`src/rtl/uart_rx.sv`:
```
// uart_rx: 8-N-1 serial receiver for a line that is already synchronised
// to i_clk. The start bit is confirmed at its midpoint, and every later bit
// is sampled one bit-time after that. Each received byte waits in a
// single-entry holding register until the consumer acknowledges it.
module uart_rx #(
    parameter int CLKS_PER_BIT = 16
) (
    input  logic       i_clk,
    input  logic       i_rst,
    input  logic       i_synchLine,
    input  logic       i_ack,
    output logic [7:0] o_data,
    output logic       o_valid,
    output logic       o_frameErr,
    output logic       o_overrun,
    output logic       o_busy
);

    localparam int CNT_W = $clog2(CLKS_PER_BIT);

    // Counter value at the midpoint of the start bit.
    localparam logic [CNT_W-1:0] HALF_LAST = CNT_W'(CLKS_PER_BIT / 2 - 1);
    // Counter value one full bit-time after the previous sample point.
    localparam logic [CNT_W-1:0] BIT_LAST  = CNT_W'(CLKS_PER_BIT - 1);

    typedef enum logic [2:0] {
        IDLE,
        START,
        DATA,
        STOP,
        BREAK
    } state_t;

    state_t           state_reg;
    logic [CNT_W-1:0] cnt_reg;
    logic [2:0]       index_reg;
    logic [7:0]       shift_reg;
    logic [7:0]       data_reg;
    logic             valid_reg;
    logic             frame_err_reg;
    logic             overrun_reg;

    logic             half_tick;
    logic             bit_tick;
    logic             good_frame;

    // Sample-point strobes and the good-frame qualifier that feeds the holding register.
    assign half_tick  = (cnt_reg == HALF_LAST);
    assign bit_tick   = (cnt_reg == BIT_LAST);
    assign good_frame = (state_reg == STOP) && bit_tick && i_synchLine;

    // Receive FSM, holding register and status flags, all in one registered process.
    always_ff @(posedge i_clk or posedge i_rst) begin
        if (i_rst) begin
            state_reg     <= IDLE;
            cnt_reg       <= '0;
            index_reg     <= '0;
            shift_reg     <= '0;
            data_reg      <= '0;
            valid_reg     <= 1'b0;
            frame_err_reg <= 1'b0;
            overrun_reg   <= 1'b0;
        end else begin
            // The frame error flag is a single-cycle pulse.
            frame_err_reg <= 1'b0;

            // A completing frame takes priority over a plain acknowledge.
            // An acknowledge on the same edge frees the slot for the new byte.
            if (good_frame) begin
                if (!valid_reg || i_ack) begin
                    data_reg  <= shift_reg;
                    valid_reg <= 1'b1;
                end else begin
                    overrun_reg <= 1'b1;
                end
            end else if (i_ack) begin
                valid_reg   <= 1'b0;
                overrun_reg <= 1'b0;
            end

            case (state_reg)
                IDLE: begin
                    if (!i_synchLine) begin
                        state_reg <= START;
                        cnt_reg   <= '0;
                    end
                end

                START: begin
                    if (half_tick) begin
                        cnt_reg <= '0;
                        if (!i_synchLine) begin
                            state_reg <= DATA;
                            index_reg <= '0;
                        end else begin
                            // The line went high again before mid-bit, so this was a glitch.
                            state_reg <= IDLE;
                        end
                    end else begin
                        cnt_reg <= cnt_reg + CNT_W'(1);
                    end
                end

                DATA: begin
                    if (bit_tick) begin
                        shift_reg[index_reg] <= i_synchLine;
                        cnt_reg              <= '0;
                        if (index_reg == 3'd7) begin
                            state_reg <= STOP;
                        end else begin
                            index_reg <= index_reg + 3'd1;
                        end
                    end else begin
                        cnt_reg <= cnt_reg + CNT_W'(1);
                    end
                end

                STOP: begin
                    if (bit_tick) begin
                        cnt_reg <= '0;
                        if (i_synchLine) begin
                            state_reg <= IDLE;
                        end else begin
                            // Low stop bit: drop the byte and wait out the break.
                            frame_err_reg <= 1'b1;
                            state_reg     <= BREAK;
                        end
                    end else begin
                        cnt_reg <= cnt_reg + CNT_W'(1);
                    end
                end

                BREAK: begin
                    if (i_synchLine) begin
                        state_reg <= IDLE;
                    end
                end

                default: begin
                    state_reg <= IDLE;
                    cnt_reg   <= '0;
                end
            endcase
        end
    end

    assign o_data     = data_reg;
    assign o_valid    = valid_reg;
    assign o_frameErr = frame_err_reg;
    assign o_overrun  = overrun_reg;
    assign o_busy     = (state_reg != IDLE);

endmodule

```
`config.mk`:
```
export PLATFORM = sky130hd
export DESIGN_NAME = uart_rx
export DESIGN_NICKNAME = d
export VERILOG_FILES = /design/src/rtl/uart_rx.sv
export SDC_FILE = /design/constraint.sdc
export NUM_CORES = 1
export LEC_CHECK = 0
export CORE_ASPECT_RATIO = 1.75
export CORE_MARGIN = 4
export CORE_UTILIZATION = 57
export CTS_BUF_LIST = sky130_fd_sc_hd__clkbuf_8
export CTS_CLUSTER_SIZE = 24
export DETAILED_ROUTE_END_ITERATION = 7
export GPL_ROUTABILITY_DRIVEN = 0
export GPL_TIMING_DRIVEN = 0
export PLACE_DENSITY = 0.81
export SYNTH_ARGS = -nofsm -noshare
export SYNTH_HDL_FRONTEND = slang
export SYNTH_SLANG_ARGS = --single-unit
```
`constraint.sdc`:
```
create_clock -name i_clk -period 4.1 [get_ports i_clk]
set_input_delay 1.23 -clock i_clk [delete_from_list [all_inputs] [get_ports i_clk]]
set_output_delay 1.23 -clock i_clk [all_outputs]
set_load 0.01 [all_outputs]
```
==> flow_summary.toml <==
[final_layout]
register_area_um2 = 726
finalInstanceArea_mm2 = 0.00168
drive_gt1_frac = 0.186
antenna_cells = 0
fillers = 172
area_growth_pct = 18.5
layout.nets = 151
multi_input_area_um2 = 624

[synth]
ys.flop_type = "dfrtp_1"
yosysMostFrequentCell = "dfrtp_1"
synth_cell_types = 37
synth_warnings = 0
synth_area_mm2 = 0.00141
syn_nets = 129
synth_edf_count = 0
ys_ff_latch = 29
synthCells = 122
syn_area_per_cell_um2 = 11.6
async_flop_share = 1.00
synthTopCellsByCount = "dfrtp_1, mux2_2, nand3_1, nor2_1"
synth_top_area_frac = 0.513
synth_top_area_cell = "dfrtp_1"
yosys-top-cells-area = "dfrtp_1, mux2_2, mux2_1"
yosysSeqAreaShare = 0.513

[clocking]
cts_hold_buffers = 0
cts_buffers = 5
cts.path.max_buffers = 2
cts-root-buf = "clkbuf_8"
postCtsSetupBuffers = 0
cts_tree = "done"
post_cts_resized = 0
htreeDepth = 2
clkTransAtPathRegs_ps = 60
clk_latency_ps = 270
cts.sinks = 29

[timing]
fin_crit_sh = 0.724
max_slew.worst_pin.slew_ps = 1080
finalSetupTns_ps = 0
fmax_ghz = 0.337
min_period_ps = 2970
finalHoldViolCount = 0
relSlewSlack = 0.280
finalSetupViolCount = 0
rsz0062_at_grt = "false"
drv_slew = 0
setup_ws_ps = 1130
fin_worst_skew_ps = 4.67

[routing]
drt_iter0_markers = 18
wirelength_um = 2640
wl_per_cell_um = 15.5
drt_first_pass_iters = 4
ant_nets = 0
vias = 990
via_per_inst = 5.82
drcViolationCount = 0

[setup_path]
slowest_delay_ps = 480
start_kind = "flip-flop"
crit_path_end_kind = "output pin"
crit_path_top_delay_cell = "clkdlybuf4s50_1"
required_ps = 2870
path_cells = "clkbuf_1, or3_1, clkdlybuf4s50_1"
arrival_ps = 1740
worstPathMaxFanout = 10
setup.worst_path.class = "reg -> out"

[place]
hpwlAfterDp_um = 2020
io_buffers = 15
pre_cts_slack_ps = 1320
post_dp_cell_area_mm2 = 0.00160

[global_routing]
antenna_found_initial = 0
overflow = 0
globalRouteTotalUtil = 0.192
grt_pass1_vias = 1024
grt_max_degree = 30
grt_pass1_wl_um = 4530

[die]
ios = 16
core_area_mm2 = 0.00233
fp.dieW_um = 45.7
die_h_um = 73.9
fp.dieArea_mm2 = 0.00337
rows = 23
initial_core_util = 0.607

[power]
powerDensity_mw_per_mm2 = 547
p_leak_uw = 0.000738
ir_drop_uv = 503

[run]
maxCapViolCount = 0

[run_status]
outcome = "completed"

[worst_hold_path]
hold_path.class = "reg -> reg"
-- critical path, delay by kind of cell, from the launching register on --
kind,cells,cell delay [ps]
simple gates,1,380
flops,1,400
buf+inv,2,690
-- cell type report --
cell class / count / area share
buffer: 8 / 0.0314
clock inverter: 3 / 0.00672
tap: 25 / 0.0187
inverter: 3 / 0.00672
timing repair buffer: 15 / 0.0896
multi-input combinational: 82 / 0.373
clock buffer: 5 / 0.0411
sequential: 29 / 0.433
-- per-layer routing --
metal,GRT usage,share of wire
met1,0.182,0.37
met5,0,0
met4,0.127,0.016
met3,0.0515,0.028
met2,0.337,0.58
-- per-stage QoR --
| stage | cells | utilization | power (uW) | hold slack (ps) |
|---|---|---|---|---|
| after floorplan | 122 | - | 624 | 452 |
| after global placement | 162 | 0.684 | 695 | 466 |
| after detailed placement | 162 | 0.684 | 716 | 485 |
| after CTS | 170 | 0.719 | 927 | 498 |
| after global routing | 170 | 0.719 | 982 | 514 |
| final | 170 | 0.719 | 917 | 494 |
-- kinds of logic after synthesis --
logic type / Yosys count / share of synthesized area
AOI/OAI and AO/OA: 19 / 0.0938
xor gates and xnor gates: 2 / 0.0124
adders and majority gates: 3 / 0.0266
buffers and inverters: 11 / 0.0451
DFF: 29 / 0.513
muxes: 17 / 0.138
and+or+nand+nor: 41 / 0.171
-- where the power goes --
part           internal (uW)  switching (uW)  leakage, uW
logic                    162             150     0.000311
registers                346            49.6     0.000375
clock network            113            96.1    0.0000519
total                    621             296     0.000738
-- path summary, 6_finish.rpt --
kind,from,endpoint,slack (ps),depth (start not counted)
max in group asynchronous,i_rst,o_data[1],1920,2
max reg2reg,cnt_reg[1],o_data[1],2150,6
min reg2reg,shift_reg[0],shift_reg[0],490,1
max,state_reg[2],o_busy,1130,3
min,shift_reg[0],shift_reg[0],490,1
min in group asynchronous,i_rst,o_valid,1530,2
-- cells in the final DEF, fill, tap and decap left out, types with 3 or more instances in the layout --
master	count
dfrtp_1	29
clkdlybuf4s50_1	15
mux2_2	12
nand3_1	7
nor2_1	7
inv_1	6
clkbuf_8	5
mux2_1	4
nand2_1	4
a21oi_1	4
buf_2	3
nand4_1	3
nor3b_1	3
nor3_1	3
ha_1	3
Power figures use the tool's default switching activity.
